`config.mk`:
```
export PLATFORM = sky130hd
export DESIGN_NAME = hazard_ctrl_flat
export DESIGN_NICKNAME = d
export VERILOG_FILES = /design/src/rtl/hazard_ctrl_pkg.sv /design/src/rtl/hazard_ctrl_if.sv /design/src/rtl/hazard_ctrl_md_sched.sv /design/src/rtl/hazard_ctrl.sv /design/src/flat_wrapper.sv
export SDC_FILE = /design/constraint.sdc
export NUM_CORES = 1
export LEC_CHECK = 0
export CORE_MARGIN = 4
export CORE_UTILIZATION = 54
export DETAILED_ROUTE_END_ITERATION = 8
export GPL_TIMING_DRIVEN = 0
export PLACE_DENSITY = 0.87
export SLEW_MARGIN = 20
export SYNTH_ARGS = -nofsm -noshare
export SYNTH_HDL_FRONTEND = slang
export SYNTH_SLANG_ARGS = --single-unit
```
`constraint.sdc`:
```
create_clock -name clk -period 7.15 [get_ports clk]
set_clock_uncertainty 0.15 [all_clocks]
set_input_delay 1.43 -clock clk [delete_from_list [all_inputs] [get_ports clk]]
set_output_delay 1.43 -clock clk [all_outputs]
set_load 0.05 [all_outputs]
```
`src/rtl/hazard_ctrl_pkg.sv`:
```
// Shared constants and types for the pipeline hazard controller.
package hazard_ctrl_pkg;

    localparam int unsigned T_W              = 2;
    localparam int unsigned MULT_CYCLES_DEF  = 5;
    localparam int unsigned DIV_CYCLES_DEF   = 10;

    typedef enum logic [1:0] {
        FWD_RF = 2'd0,
        FWD_E  = 2'd1,
        FWD_M  = 2'd2,
        FWD_W  = 2'd3
    } fwd_sel_e;

    typedef enum logic {
        MD_IDLE = 1'b0,
        MD_BUSY = 1'b1
    } md_state_e;

    typedef struct packed {
        logic     stall;
        fwd_sel_e fwd;
    } src_hazard_t;

endpackage

```
`src/rtl/hazard_ctrl_if.sv`:
```
// Pipeline-to-hazard-controller signal bundle; master is the pipeline, slave the controller.
interface hazard_ctrl_if #(
    parameter int unsigned PERF_W = 32
);
    import hazard_ctrl_pkg::*;

    logic [4:0]     D_rs;
    logic [4:0]     D_rt;
    logic           D_use_rs;
    logic           D_use_rt;
    logic [T_W-1:0] D_rs_tuse;
    logic [T_W-1:0] D_rt_tuse;
    logic           D_is_md;
    logic [4:0]     E_writeReg_NUM;
    logic [T_W-1:0] E_tnew;
    logic [4:0]     M_writeReg_NUM;
    logic [T_W-1:0] M_tnew;
    logic [4:0]     W_writeReg_NUM;
    logic           E_md_start;
    logic           E_md_is_div;

    logic              stall;
    logic              md_busy;
    logic [1:0]        D_rs_fwd;
    logic [1:0]        D_rt_fwd;
    logic [PERF_W-1:0] stall_cnt;

    modport master (
        output D_rs, D_rt, D_use_rs, D_use_rt, D_rs_tuse, D_rt_tuse, D_is_md,
               E_writeReg_NUM, E_tnew, M_writeReg_NUM, M_tnew, W_writeReg_NUM,
               E_md_start, E_md_is_div,
        input  stall, md_busy, D_rs_fwd, D_rt_fwd, stall_cnt
    );

    modport slave (
        input  D_rs, D_rt, D_use_rs, D_use_rt, D_rs_tuse, D_rt_tuse, D_is_md,
               E_writeReg_NUM, E_tnew, M_writeReg_NUM, M_tnew, W_writeReg_NUM,
               E_md_start, E_md_is_div,
        output stall, md_busy, D_rs_fwd, D_rt_fwd, stall_cnt
    );

endinterface

```
`src/rtl/hazard_ctrl_md_sched.sv`:
```
// Multiply/divide occupancy scheduler: busy from the start cycle until the countdown expires.
module md_sched
    import hazard_ctrl_pkg::*;
#(
    parameter int unsigned MULT_CYCLES = MULT_CYCLES_DEF,
    parameter int unsigned DIV_CYCLES  = DIV_CYCLES_DEF,
    parameter int unsigned CNT_W       = 4
) (
    input  logic clk,
    input  logic reset,
    input  logic i_start,
    input  logic i_is_div,
    output logic o_busy
);

    logic [CNT_W-1:0] r_md_cnt;
    logic [CNT_W-1:0] w_md_cnt_nxt;
    md_state_e        w_state;

    always_ff @(posedge clk) begin
        if (reset) r_md_cnt <= '0;
        else       r_md_cnt <= w_md_cnt_nxt;
    end

    // A start always reloads, including the cycle the old count would hit zero.
    always_comb begin
        w_md_cnt_nxt = r_md_cnt;
        w_state      = (r_md_cnt != '0) ? MD_BUSY : MD_IDLE;
        if (i_start)
            w_md_cnt_nxt = i_is_div ? CNT_W'(DIV_CYCLES) : CNT_W'(MULT_CYCLES);
        else if (w_state == MD_BUSY)
            w_md_cnt_nxt = r_md_cnt - CNT_W'(1);
        o_busy = i_start | (w_state == MD_BUSY);
    end

endmodule

```
`src/rtl/hazard_ctrl.sv`:
```
// Central hazard controller: Tuse/Tnew stall detection, D-stage forwarding selects, md blocking.
module hazard_ctrl
    import hazard_ctrl_pkg::*;
#(
    parameter int unsigned MULT_CYCLES = MULT_CYCLES_DEF,
    parameter int unsigned DIV_CYCLES  = DIV_CYCLES_DEF,
    parameter int unsigned CNT_W       = 4,
    parameter int unsigned PERF_W      = 32
) (
    input  logic          clk,
    input  logic          reset,
    hazard_ctrl_if.slave  bus
);

    function automatic src_hazard_t resolve_src(
        input logic [4:0]     r,
        input logic           use_r,
        input logic [T_W-1:0] tuse,
        input logic [4:0]     e_wr,
        input logic [T_W-1:0] e_tnew,
        input logic [4:0]     m_wr,
        input logic [T_W-1:0] m_tnew,
        input logic [4:0]     w_wr
    );
        src_hazard_t res;
        logic        e_hit;
        logic        m_hit;
        logic        w_hit;
        e_hit     = (r != '0) && (r == e_wr);
        m_hit     = (r != '0) && (r == m_wr);
        w_hit     = (r != '0) && (r == w_wr);
        res.stall = use_r && ((e_hit && (e_tnew > tuse)) || (m_hit && (m_tnew > tuse)));
        res.fwd   = FWD_RF;
        // A not-yet-ready hit in E or M falls through to the next older stage.
        if (e_hit && (e_tnew == '0))      res.fwd = FWD_E;
        else if (m_hit && (m_tnew == '0)) res.fwd = FWD_M;
        else if (w_hit)                   res.fwd = FWD_W;
        return res;
    endfunction

    src_hazard_t       w_rs;
    src_hazard_t       w_rt;
    logic              w_md_busy;
    logic              w_stall;
    logic [PERF_W-1:0] r_stall_cnt;

    md_sched #(
        .MULT_CYCLES (MULT_CYCLES),
        .DIV_CYCLES  (DIV_CYCLES),
        .CNT_W       (CNT_W)
    ) u_md_sched (
        .clk      (clk),
        .reset    (reset),
        .i_start  (bus.E_md_start),
        .i_is_div (bus.E_md_is_div),
        .o_busy   (w_md_busy)
    );

    always_comb begin
        w_rs = resolve_src(bus.D_rs, bus.D_use_rs, bus.D_rs_tuse,
                           bus.E_writeReg_NUM, bus.E_tnew,
                           bus.M_writeReg_NUM, bus.M_tnew, bus.W_writeReg_NUM);
        w_rt = resolve_src(bus.D_rt, bus.D_use_rt, bus.D_rt_tuse,
                           bus.E_writeReg_NUM, bus.E_tnew,
                           bus.M_writeReg_NUM, bus.M_tnew, bus.W_writeReg_NUM);
        w_stall = w_rs.stall | w_rt.stall | (bus.D_is_md & w_md_busy);

        bus.stall     = w_stall;
        bus.md_busy   = w_md_busy;
        bus.D_rs_fwd  = w_rs.fwd;
        bus.D_rt_fwd  = w_rt.fwd;
        bus.stall_cnt = r_stall_cnt;
    end

    always_ff @(posedge clk) begin
        if (reset)        r_stall_cnt <= '0;
        else if (w_stall) r_stall_cnt <= r_stall_cnt + PERF_W'(1);
    end

endmodule

```
`src/flat_wrapper.sv`:
```
// flat-port wrapper written by rule: the top's interface ports become plain ports
module hazard_ctrl_flat import hazard_ctrl_pkg::*;
#(
    parameter int unsigned MULT_CYCLES = MULT_CYCLES_DEF,
    parameter int unsigned DIV_CYCLES  = DIV_CYCLES_DEF,
    parameter int unsigned CNT_W       = 4,
    parameter int unsigned PERF_W      = 32
)
  (clk, reset, bus_D_rs, bus_D_rt, bus_D_use_rs, bus_D_use_rt, bus_D_rs_tuse, bus_D_rt_tuse, bus_D_is_md, bus_E_writeReg_NUM, bus_E_tnew, bus_M_writeReg_NUM, bus_M_tnew, bus_W_writeReg_NUM, bus_E_md_start, bus_E_md_is_div, bus_stall, bus_md_busy, bus_D_rs_fwd, bus_D_rt_fwd, bus_stall_cnt);
  hazard_ctrl_if #(.PERF_W(PERF_W)) bus_i ();
  input  logic clk;
  input  logic reset;
  input wire logic [$bits(bus_i.D_rs)-1:0] bus_D_rs;
  input wire logic [$bits(bus_i.D_rt)-1:0] bus_D_rt;
  input wire logic [$bits(bus_i.D_use_rs)-1:0] bus_D_use_rs;
  input wire logic [$bits(bus_i.D_use_rt)-1:0] bus_D_use_rt;
  input wire logic [$bits(bus_i.D_rs_tuse)-1:0] bus_D_rs_tuse;
  input wire logic [$bits(bus_i.D_rt_tuse)-1:0] bus_D_rt_tuse;
  input wire logic [$bits(bus_i.D_is_md)-1:0] bus_D_is_md;
  input wire logic [$bits(bus_i.E_writeReg_NUM)-1:0] bus_E_writeReg_NUM;
  input wire logic [$bits(bus_i.E_tnew)-1:0] bus_E_tnew;
  input wire logic [$bits(bus_i.M_writeReg_NUM)-1:0] bus_M_writeReg_NUM;
  input wire logic [$bits(bus_i.M_tnew)-1:0] bus_M_tnew;
  input wire logic [$bits(bus_i.W_writeReg_NUM)-1:0] bus_W_writeReg_NUM;
  input wire logic [$bits(bus_i.E_md_start)-1:0] bus_E_md_start;
  input wire logic [$bits(bus_i.E_md_is_div)-1:0] bus_E_md_is_div;
  output wire logic [$bits(bus_i.stall)-1:0] bus_stall;
  output wire logic [$bits(bus_i.md_busy)-1:0] bus_md_busy;
  output wire logic [$bits(bus_i.D_rs_fwd)-1:0] bus_D_rs_fwd;
  output wire logic [$bits(bus_i.D_rt_fwd)-1:0] bus_D_rt_fwd;
  output wire logic [$bits(bus_i.stall_cnt)-1:0] bus_stall_cnt;
  assign bus_i.D_rs = bus_D_rs;
  assign bus_i.D_rt = bus_D_rt;
  assign bus_i.D_use_rs = bus_D_use_rs;
  assign bus_i.D_use_rt = bus_D_use_rt;
  assign bus_i.D_rs_tuse = bus_D_rs_tuse;
  assign bus_i.D_rt_tuse = bus_D_rt_tuse;
  assign bus_i.D_is_md = bus_D_is_md;
  assign bus_i.E_writeReg_NUM = bus_E_writeReg_NUM;
  assign bus_i.E_tnew = bus_E_tnew;
  assign bus_i.M_writeReg_NUM = bus_M_writeReg_NUM;
  assign bus_i.M_tnew = bus_M_tnew;
  assign bus_i.W_writeReg_NUM = bus_W_writeReg_NUM;
  assign bus_i.E_md_start = bus_E_md_start;
  assign bus_i.E_md_is_div = bus_E_md_is_div;
  assign bus_stall = bus_i.stall;
  assign bus_md_busy = bus_i.md_busy;
  assign bus_D_rs_fwd = bus_i.D_rs_fwd;
  assign bus_D_rt_fwd = bus_i.D_rt_fwd;
  assign bus_stall_cnt = bus_i.stall_cnt;
  hazard_ctrl #(.MULT_CYCLES(MULT_CYCLES), .DIV_CYCLES(DIV_CYCLES), .CNT_W(CNT_W), .PERF_W(PERF_W)) u_core (.clk(clk), .reset(reset), .bus(bus_i));
endmodule
```
==> results of run 1 <==
[Yosys cell counts (all sizes together) (5+ instances only)]
library cell and instances:
nand3 25, a21oi 22, xor2 8, o21ai 6
inv 10, nor2b 31, nor3 7, a211oi 11
clkbuf 11, ha 11, nor4 7, buf 8
nand2 14, dfxtp 36, nor2 34, nand4 8
and3 5, xnor2 24, mux2 30
[routing by layer]
metal  wire, um  share of wire (%)  GRT usage [%]  vias up
li1           -                  -              -     1370
met1       3143                 43          25.11     1282
met2       3684                 50          38.19       96
met3        484                6.6          4.563       10
met4         77                1.0          5.646        0
met5          0                  0              0        -
[report_power, final]
part | switching (mW) | internal (mW) | leakage [nW] | total, mW
Sequential | 0.00540 | 0.205 | 0.291 | 0.211
Clock | 0.0780 | 0.0784 | 0.0445 | 0.156
Combinational | 0.0784 | 0.0637 | 1.08 | 0.142
Total | 0.162 | 0.347 | 1.42 | 0.509
[worst register-to-register path, cell delays in order, from the launching register on]
cell and delay [ns]:
dfxtp_1 0.44, and4_1 0.32, nand3_4 0.15, nor4_2 0.55, nand3_1 0.27, a211oi_1 0.32, mux2_1 0.35
[per-stage QoR]
stage,cell area (um^2),hold WS [ns]
detailed placement,3872,0.3594
floorplan,3042,0.3242
global placement,3872,0.3458
finish,3966,0.3673
global route,3966,0.4032
CTS,3966,0.3715
[state kept, by name, indices dropped and copies added, names as in the netlist]
register and count:
u_core.bus.stall_cnt 32, u_core.u_md_sched.r_md_cnt 4
[final timing paths]
check                                               end                                  from  slack, ns
setup reg to reg  u_core.bus.stall_cnt[27]$_SDFFE_PP0P_  u_core.bus.stall_cnt[7]$_SDFFE_PP0P_       4.50
hold reg to reg    u_core.bus.stall_cnt[1]$_SDFFE_PP0P_  u_core.bus.stall_cnt[1]$_SDFFE_PP0P_       0.37
setup / recovery                              bus_stall                         bus_M_tnew[0]       1.35
hold / removal     u_core.bus.stall_cnt[1]$_SDFFE_PP0P_  u_core.bus.stall_cnt[1]$_SDFFE_PP0P_       0.37
[cells by family (layout without fill, tap and decap cells)]
| group | Yosys count | count (layout) | synth area share [%] |
|---|---|---|---|
| muxes | 30 | 30 | 13.08 |
| buffers and inverters | 29 | 111 | 5.100 |
| adders and majority gates | 11 | 11 | 4.525 |
| DFF | 36 | 36 | 23.69 |
| and+or+nand+nor | 148 | 148 | 27.52 |
| xor gates and xnor gates | 32 | 32 | 10.08 |
| AOI/OAI and AO/OA | 54 | 54 | 16.00 |
[cell type report]
class / count / share of cell area (%)
clock inverters: 1 / 0.1893
clock buffers: 7 / 2.177
flip-flops and latches: 36 / 18.17
inverters: 10 / 0.9464
multi-input cells: 275 / 54.61
repair buffers: 74 / 18.68
plain buffers: 19 / 2.965
well taps: 72 / 2.271
[cell usage in the layout, fill, tap and decap left out, types with 6 or more instances in the layout]
master           Yosys  layout
clkbuf_8             0       6
nor3_1               6       6
nor2b_1             31      31
nand4_1              8       8
inv_1               10      10
xnor2_1             22      22
nor2_1              33      33
clkbuf_1            11      12
clkdlybuf4s50_1      0      74
nor4_1               6       6
a21oi_2             10      10
mux2_1              12      12
a211oi_2             6       6
mux2_4              16      16
nand2_1             14      14
xor2_1               8       8
ha_1                11      11
a21oi_1             12      12
dfxtp_1             36      36
nand3_1             24      24
==> metrics.md, run 1 <==
| Metric | Value |
|---|---|
| Fill cells | about 410 |
| Routed wire length | 7389 um |
| Worst Path Max Fanout | 10 |
| Endpoints failing hold | 0 |
| Final slew viol count | 0 |
| CP Launch Type | input port |
| Vias/cell | between 5 and 6 |
| Vias | 2,758 |
| # diodes | 0 |
| TritonRoute pass-1 iters | 4 |
| DR WL/cell | 14.96 um |
| Fin nets | 472 |
| Synth Flop Type | dfxtp_1 |
| Critical path required time | between 5 and 6 ns |
| Post-synth EDFFs | 0 |
| Chip Height | 83.05 um |
| Pwr dens | 128.4 nW/um^2 |
| Post-Place Setup Slack | 1.382 ns |
| Mapped Nets | a little under 400 |
| Die area | ~7000 um^2 |
| Crit path depth | 10 |
| Total Routing Usage GR | 21.14% |
| Top-area cell type share of the netlist area | between 20% and 30% |
| Max Cap Viol | 0 |
| Layout cells sized above 1 | approximately 16% |
| Area leader, netlist | dfxtp_1 |
| Critical Path Slowest Stage Cell | clkdlybuf4s50_1 |
| Mapped cell area | around 3000 um^2 |
| Post-CTS Resized | 0 |
| Worst hold path class | reg2reg |
| GP Congestion | 0.8579 |
| Final core occ | 72.47% |
| Clock buffer depth | 2 |
| CP most frequent cell | nand2_1 |
| Max incr delay on CP | between 0.8 and 0.9 ns |
| CORE AREA | roughly 5500 um^2 |
| Multi-input combinational cell area | roughly 2200 um^2 |
| Starting Density | between 50% and 60% |
| Clock root cell | clkbuf_8 |
| Post-synthesis sequential area ratio | 23.69% |
| Vias in the first global route | between 2,000 and 3,000 |
| WP data arrival | approximately 4.2 ns |
| Num Clock Sinks | 36 |
| DRC | 0 |
| Postcts setup bufs | 0 |
| Drt initial violations | 78 |
| CTS tree | built |
| Htree depth | 2 |
| Fin crit share | between 80% and 90% |
| Mapped Cells | 340 |
| Reg clk slew, reported paths | roughly 0.080 ns |
| Synth unique cells | 53 |
| Setup violators final | 0 |
| Die X | a little over 80 um |
| Crit-path cells | clkdlybuf4s50_1, inv_1, ha_1, nand2_1, nand2_1, nor4_1, nor3_4, buf_4, nand2_1, clkdlybuf4s50_1 |
| DP Wirelength | about 6000 um |
| RSZ-0062 raised after global routing | no |
| Max Clk Rate | about 170 MHz |
| ANT nets after route | 0 |
| Hold buffer count at cts | 0 |
| Ys async rst share | 0% |
| Outcome | finished clean |
| Maximum VDD drop | ~0.084 mV |
| Rel. slew slack | 61.65% |
| I/O pins | roughly 80 |
| GR Overflow Total | 0 |
| Buffers and inverters on the worst path | 4 |
| CTS buffer count | 5 |
| Top cell family by delay on the critical path | buffers and inverters |
| Syn avg cell area | 8.946 um^2 |
| Largest net degree at the start of global routing | 12 |
| Antenna violations before repair | 0 |
| Hold depth | 2 |
| Total negative setup slack | 0 ns |
| CP Class | in2out |
| Worst slew pin tran | around 0.57 ns |
| Worst setup margin | about 1.4 ns |
| Dpl cells | ~490 |
| Non-filler cells, final | roughly 490 |
| Synth warnings | 0 |
| P_leak | ~1.4 nW |
| Total power | between 0.5 and 0.6 mW |
| Synth Register Bits | 36 |
| IO Port Bufs | 74 |
| Final min period | around 5.8 ns |
| Clock Latency Late Sink | 0.29 ns |
| Area Growth Syn to Fin | 30.40% |
| First-pass GRT wire length | about 12,000 um |
| Endpoint class of the critical path | primary output |
| Std cell rows | 27 |
| Register-to-Register Path Depth | 6 |
| Synth area leaders | dfxtp_1, mux2_4, nor2b_1 |
| Reg area | 720.7 um^2 |
Power figures use the tool's default switching activity.
==> run 2, diff against run 1 <==
- CORE_UTILIZATION: 54 -> 45
- PLACE_DENSITY: 0.87 -> 0.77
- clock period: 7.15 -> 5.2 ns (I/O delays scaled with it)
==> run 2 against run 1 <==
Worst setup slack lost 1.1 ns. Cell area rose by 0.16%. Sequential power up 37%. Critical path depth shrank 2. Non-clock buffer count did not move. Count of clock-buffer cells in the layout decreased by 2. Hold slack worse by 0.0098 ns. Global-route usage decreased by 2.8 points. Sequential share of layout area about the same. Cell count grew 1.0%.
==> metrics.md, run 2 (same netlist as run 1, synthesis figures left out) <==
| Metric | Value |
|---|---|
| Max Cap Viol | 0 (unchanged) |
| CORE AREA | 6459 um^2 (was 5473 um^2) |
| Reg-to-Reg End | u_core.bus.stall_cnt[27]$_SDFFE_PP0P_ (unchanged) |
| IO Port Bufs | 74 (unchanged) |
| Pwr dens | 173.5 nW/um^2 (was 128.4 nW/um^2) |
| DRC | 0 (unchanged) |
| Fin nets | 472 (unchanged) |
| # diodes | 0 (unchanged) |
| Vias/cell | 5.497 (was 5.583) |
| Worst Path Max Fanout | 10 (unchanged) |
| Worst slew pin tran | 0.5476 ns (was 0.5700 ns) |
| Critical path required time | 4.01 ns (was 5.57 ns) |
| Rel. slew slack | 63.50% (was 61.65%) |
| ANT nets after route | 0 (unchanged) |
| Vias | 2,743 (was 2,758) |
| Postcts setup bufs | 0 (unchanged) |
| Worst hold path class | reg2reg (unchanged) |
| Clock buffer depth | 2 (unchanged) |
| Commonest non-fill, non-tap cell in the layout | clkdlybuf4s50_1 (unchanged) |
| Die area | 8139 um^2 (was 6897 um^2) |
| Maximum VDD drop | 0.1323 mV (was 0.08368 mV) |
| Post-route cell area | 3973 um^2 (was 3966 um^2) |
| Total power | 0.6893 mW (was 0.5093 mW) |
| Max Clk Rate | between 200 and 250 MHz |
| Total negative setup slack | 0 ns (unchanged) |
| Worst setup margin | 0.2631 ns (was 1.351 ns) |
| Net Sw Frac | 32.76% (was 31.77%) |
| Die X | 90.22 um (was 83.05 um) |
| Clock power frac | 29.4% (was 30.7%) |
| RSZ-0062 raised after global routing | no (unchanged) |
| Fin crit share | 94.94% |
| Outcome | finished clean (unchanged) |
| Total Routing Usage GR | 18.30% (was 21.14%) |
| Post-Place Setup Slack | 0.1416 ns (was 1.382 ns) |
| P_leak | 1.423 nW (was 1.419 nW) |
| Htree depth | 2 (unchanged) |
| Hold EP | u_core.bus.stall_cnt[1]$_SDFFE_PP0P_ (unchanged) |
| First-pass GRT wire length | 12,570 um (was 12,460 um) |
| Layout cells sized above 1 | 16.35% (was 15.88%) |
| Cell-internal power | 0.4635 mW (was 0.3475 mW) |
| WP data arrival | 3.75 ns (was 4.22 ns) |
| CP Launch Type | input port (unchanged) |
| Chip Height | 90.22 um (was 83.05 um) |
| Sequential share of power | 42.0% (was 41.4%) |
| Sw Pwr | 0.2258 mW (was 0.1618 mW) |
| Clock root cell | clkbuf_8 (unchanged) |
| Register-to-Register Path Depth | 6 (unchanged) |
| Fill cells | 563 (was 414) |
| CP Class | in2out (unchanged) |
| Commonest cells after routing, fill and taps aside | clkdlybuf4s50_1, dfxtp_1, nor2_1 (unchanged) |
| GP Congestion | 0.8208 (was 0.8579) |
| Starting Density | 47.09% (was 55.58%) |
| Reg2reg setup slack | 2.67 ns (was 4.50 ns) |
| Worst Min Path Start | u_core.bus.stall_cnt[1]$_SDFFE_PP0P_ (unchanged) |
| DP Wirelength | 5951 um (was 5906 um) |
| Endpoints failing hold | 0 (unchanged) |
| Max reg flops | 32 (unchanged) |
| Non-filler cells, final | 499 (was 494) |
| Hold depth | 2 (unchanged) |
| GR Overflow Total | 0 (unchanged) |
| CTS buffer count | 5 (unchanged) |
| Std cell rows | 29 (was 27) |
| DR WL/cell | 15.26 um (was 14.96 um) |
| Min Hold Slack | 0.3575 ns (was 0.3673 ns) |
| Final core occ | 61.51% (was 72.47%) |
| Post-place instance area | 3879 um^2 (was 3872 um^2) |
| Final slew viol count | 0 (unchanged) |
| Reg clk slew, reported paths | 0.07 ns (was 0.08 ns) |
| CTS tree | built (unchanged) |
| Setup violators final | 0 (unchanged) |
| Final min period | about 4.9 ns |
| I/O pins | 78 (unchanged) |
| Routed wire length | 7615 um (was 7389 um) |
| Endpoint class of the critical path | primary output (unchanged) |
| Vias in the first global route | 2,632 (was 2,767) |
| Antenna violations before repair | 0 (unchanged) |
| Clock Latency Late Sink | 0.29 ns (about the same) |
| Drt initial violations | 184 (was 78) |
| RR Startpoint | u_core.bus.stall_cnt[9]$_SDFFE_PP0P_ (was u_core.bus.stall_cnt[7]$_SDFFE_PP0P_) |
| TritonRoute pass-1 iters | 4 (unchanged) |
| Combinational share of power | 28.5% (was 27.9%) |
| Largest net degree at the start of global routing | 13 (was 12) |
| Dpl cells | 491 (was 486) |
| Area Growth Syn to Fin | 30.60% (was 30.40%) |
| Num Clock Sinks | 36 (unchanged) |
-- run 2: repair_timing --
| action | 4_1_cts | 5_1_grt |
|---|---|---|
| hold buffers | 0 | 0 |
| gates resized for setup | 0 | 1 |
| endpoints found under the setup margin | 0 | 1 |
-- run 2: worst max-delay path by stage --
stage | from | end | slack, ns
after floorplan | bus_D_rt[1] | bus_D_rt_fwd[1] | 0.79
after global placement | bus_M_tnew[0] | bus_stall | 0.16
after detailed placement | bus_M_tnew[0] | bus_stall | 0.14
after CTS | bus_M_tnew[0] | bus_stall | 0.13
after global routing | bus_D_rs_tuse[1] | bus_stall | 0.13
final | bus_D_rs[0] | bus_stall | 0.26
-- run 2: metal layers --
metal / share of wire [%] / global-route usage (%) / vias to the layer above / wire length [um]
met2: 48 / 30.43 / 78 / 3685
met1: 45 / 24.09 / 1281 / 3394
met4: 1.4 / 4.337 / 0 / 103
met5: 0 / 0 / - / 0
li1: - / - / 1370 / -
met3: 5.7 / 4.090 / 14 / 433
-- run 2: cell type report --
type	count	area (um^2)	share of cell area, %
clock inverter	3	18.77	0.4724
tap	77	96.34	2.425
multi-input combinational	275	2172	54.68
sequential	36	720.7	18.14
buffer	19	117.6	2.961
inverter	10	37.54	0.9449
clock buffer	5	68.82	1.732
timing repair buffer	74	740.7	18.65
-- run 2: worst max-delay path, stage by stage --
cell and delay (ns):
clkdlybuf4s50_1 0.51, or4_4 0.59, o211ai_2 0.24, nor4_2 0.11, nor3_4 0.24, buf_4 0.23
nand2_1 0.07, clkdlybuf4s50_1 0.70
-- run 2: power groups by stage --
stage	combinational [mW]	sequential, mW	clock (mW)
2_1_floorplan	0.118	0.302	0
3_3_place_gp	0.191	0.296	0
3_5_place_dp	0.196	0.296	0
4_1_cts	0.197	0.290	0.207
5_1_grt	0.214	0.291	0.219
6_report	0.197	0.290	0.203
==> run 3, diff against run 2 <==
--- a/config.mk
+++ b/config.mk
@@ -8,4 +8,5 @@
 export CORE_MARGIN = 4
 export CORE_UTILIZATION = 45
+export CTS_CLUSTER_DIAMETER = 150
 export DETAILED_ROUTE_END_ITERATION = 8
 export GPL_TIMING_DRIVEN = 0
--- a/constraint.sdc
+++ b/constraint.sdc
@@ -3,3 +3,3 @@
 set_input_delay 1.04 -clock clk [delete_from_list [all_inputs] [get_ports clk]]
 set_output_delay 1.04 -clock clk [all_outputs]
-set_load 0.05 [all_outputs]
+set_load 0.1 [all_outputs]
==> run 3 against run 2 <==
Non-clock buffer count stayed put. Hold slack worse by 0.0078 ns. Utilization about the same. Critical path depth grew 2. Global-route usage is 0.49 points higher. Clock power up 2%. Sequential share of layout area hardly changed. Routed wire length grew 0.79%. Fmax shrank 2.6%. Count of clock-buffer cells in the layout rose by 3. Cell area about the same. Largest cell class unchanged. Highest routed layer unchanged.
==> metrics.md, run 3 (same netlist as run 1, synthesis figures left out) <==
| Metric | Value |
|---|---|
| DRC | 0 (unchanged) |
| Max incr delay on CP | 0.85 ns (was 0.70 ns) |
| Net Sw Frac | 32.97% (was 32.76%) |
| Max Clk Rate | 197.2 MHz (was 202.6 MHz) |
| Register-to-Register Path Depth | 6 (unchanged) |
| Met2 global-route usage | 32.98% (was 30.43%) |
| Hold buffer count at cts | 0 (unchanged) |
| Routed wire length | 7675 um (was 7615 um) |
| Setup violators final | 0 (unchanged) |
| Total negative setup slack | 0 ns (unchanged) |
| # diodes | 0 (unchanged) |
| CTS tree | built (unchanged) |
| CP most frequent cell | nand2_1 (was clkdlybuf4s50_1) |
| DP Wirelength | 6004 um (was 5951 um) |
| First-pass GRT wire length | 12,940 um (was 12,570 um) |
| GP Congestion | 0.8403 (was 0.8208) |
| Fin nets | 472 (unchanged) |
| Endpoints failing hold | 0 (unchanged) |
| Commonest non-fill, non-tap cell in the layout | clkdlybuf4s50_1 (unchanged) |
| Endpoint class of the critical path | primary output (unchanged) |
| Worst hold path class | reg2reg (unchanged) |
| Std cell rows | 29 (unchanged) |
| Postcts setup bufs | 0 (unchanged) |
| Sw Pwr | 0.2348 mW (was 0.2258 mW) |
| GR Overflow Total | 0 (unchanged) |
| Area Growth Syn to Fin | 30.52% (was 30.60%) |
| Htree depth | 2 (unchanged) |
| Grt met3 use | 3.589% (was 4.090%) |
| Vias | 2,759 (was 2,743) |
| Total Routing Usage GR | 18.79% (was 18.30%) |
| Sequential share of power | 40.7% (was 42.0%) |
| Vias in the first global route | 2,732 (was 2,632) |
| Non-filler cells, final | 499 (unchanged) |
| Largest net degree at the start of global routing | 11 (was 13) |
| Cell-internal power | 0.4773 mW (was 0.4635 mW) |
| CP Class | in2out (unchanged) |
| Hold depth | 2 (unchanged) |
| Clock Latency Late Sink | 0.28 ns (was 0.29 ns) |
| Critical path required time | 4.01 ns (about the same) |
| Num Clock Sinks | 36 (unchanged) |
| Reg clk slew, reported paths | 0.07 ns (about the same) |
| Most crowded layer after global routing | met2 (unchanged) |
| Antenna violations before repair | 0 (unchanged) |
| Layout cells sized above 1 | 15.64% (was 16.35%) |
| Fill cells | 578 (was 563) |
| Commonest cells after routing, fill and taps aside | clkdlybuf4s50_1, dfxtp_1, nor2_1 (unchanged) |
| I/O pins | 78 (unchanged) |
| Pwr dens | 179.4 nW/um^2 (was 173.5 nW/um^2) |
| Max reg flops | 32 (unchanged) |
| Chip Height | 90.22 um (unchanged) |
| Maximum VDD drop | 0.1435 mV (was 0.1323 mV) |
| Post-place instance area | 3879 um^2 (unchanged) |
| Worst Path Max Fanout | 10 (unchanged) |
| Rel. slew slack | 33.64% (was 63.50%) |
| Final slew viol count | 0 (unchanged) |
| Dpl cells | 491 (unchanged) |
| Worst slew pin tran | 0.9923 ns (was 0.5476 ns) |
| ANT nets after route | 0 (unchanged) |
| Critical Path Slowest Stage Cell | dlygate4sd2_1 (was clkdlybuf4s50_1) |
| DR WL/cell | 15.38 um (was 15.26 um) |
| Worst Min Path Start | u_core.bus.stall_cnt[1]$_SDFFE_PP0P_ (unchanged) |
| Fin crit share | 97.50% (was 94.94%) |
| P_leak | 1.441 nW (was 1.423 nW) |
| WP data arrival | 3.88 ns (was 3.75 ns) |
| Die area | 8139 um^2 (unchanged) |
| Die X | 90.22 um (unchanged) |
| CP Launch Type | input port (unchanged) |
| Drt initial violations | 135 (was 184) |
| RSZ-0062 raised after global routing | no (unchanged) |
| Grt met1 use | 24.38% (was 24.09%) |
| Reg-to-Reg End | u_core.bus.stall_cnt[27]$_SDFFE_PP0P_ (unchanged) |
| Clock buffer depth | 2 (unchanged) |
| Hold EP | u_core.bus.stall_cnt[1]$_SDFFE_PP0P_ (unchanged) |
| RR Startpoint | u_core.bus.stall_cnt[7]$_SDFFE_PP0P_ (was u_core.bus.stall_cnt[9]$_SDFFE_PP0P_) |
| Reg2reg setup slack | 2.59 ns (was 2.67 ns) |
| CTS buffer count | 5 (unchanged) |
| Total power | 0.7121 mW (was 0.6893 mW) |
| Clock root cell | clkbuf_8 (unchanged) |
| Final core occ | 61.47% (was 61.51%) |
| Vias/cell | 5.529 (was 5.497) |
| Combinational share of power | 30.3% (was 28.5%) |
| Starting Density | 47.09% (unchanged) |
| TritonRoute pass-1 iters | 4 (unchanged) |
| Clock power frac | 29.0% (was 29.4%) |
| Outcome | finished clean (unchanged) |
| Post-route cell area | 3970 um^2 (was 3973 um^2) |
| Max Cap Viol | 0 (unchanged) |
| Crit-path cells | clkdlybuf4s50_1, inv_1, ha_1, nand2_1, nand2_1, nor4_1, nor3_4, buf_4, nand2_1, dlygate4sd2_1 (was clkdlybuf4s50_1, or4_4, o211ai_2, nor4_2, nor3_4, buf_4, nand2_1, clkdlybuf4s50_1) |
| Final min period | 5.070 ns (was 4.937 ns) |
| CORE AREA | 6459 um^2 (unchanged) |
| IO Port Bufs | 74 (unchanged) |
## run 3: critical path, delay by kind of cell
kind	cells	cell delay, ns
simple gates	5	0.85
buf+inv	4	1.69
fa+ha+maj	1	0.29
## run 3: metal layers
metal | share of wire, % | routed length, um
met1 | 45 | 3428
met2 | 49 | 3789
met3 | 5.4 | 416
met4 | 0.52 | 40
met5 | 0 | 0
## run 3: final cells by class
type	instances	area, um^2	share of cell area (%)
tap	77	96.34	2.427
timing repair buffer	74	742.0	18.69
buffer	19	117.6	2.962
inverter	10	37.54	0.9455
sequential	36	720.7	18.15
clock buffer	8	90.09	2.269
multi-input combinational	275	2166	54.55
## run 3: how the worst max path moves through the flow
| stage | slack (ns) | startpoint | end |
|---|---|---|---|
| floorplan | 0.03 | bus_D_rt[0] | bus_D_rt_fwd[0] |
| global route | 0.01 | bus_M_tnew[0] | bus_stall |
| detailed placement | -0.14 | bus_M_tnew[0] | bus_stall |
| CTS | 0.07 | bus_D_rt[0] | bus_D_rt_fwd[1] |
| global placement | -0.17 | bus_M_tnew[0] | bus_stall |
| finish | 0.13 | bus_M_tnew[0] | bus_stall |
## run 3: power by group through the flow
stage / combinational [mW] / clock, mW / sequential, mW
after detailed placement: 0.217 / 0 / 0.296
final: 0.216 / 0.207 / 0.290
after CTS: 0.217 / 0.210 / 0.290
after floorplan: 0.131 / 0 / 0.309
after global routing: 0.233 / 0.225 / 0.290
after global placement: 0.212 / 0 / 0.296
## run 3: through the flow
stage	hold WS [ns]	setup slack (ns)
2_1_floorplan	0.3244	0.02504
3_3_place_gp	0.3382	-0.1669
3_5_place_dp	0.3423	-0.1414
4_1_cts	0.3547	0.06895
5_1_grt	0.3936	0.009731
6_report	0.3497	0.1301
## run 3: what timing repair did
action                     4_1_cts  5_1_grt
gates resized for setup          1        1
setup endpoints to repair        1        1
hold endpoints to repair         0        0
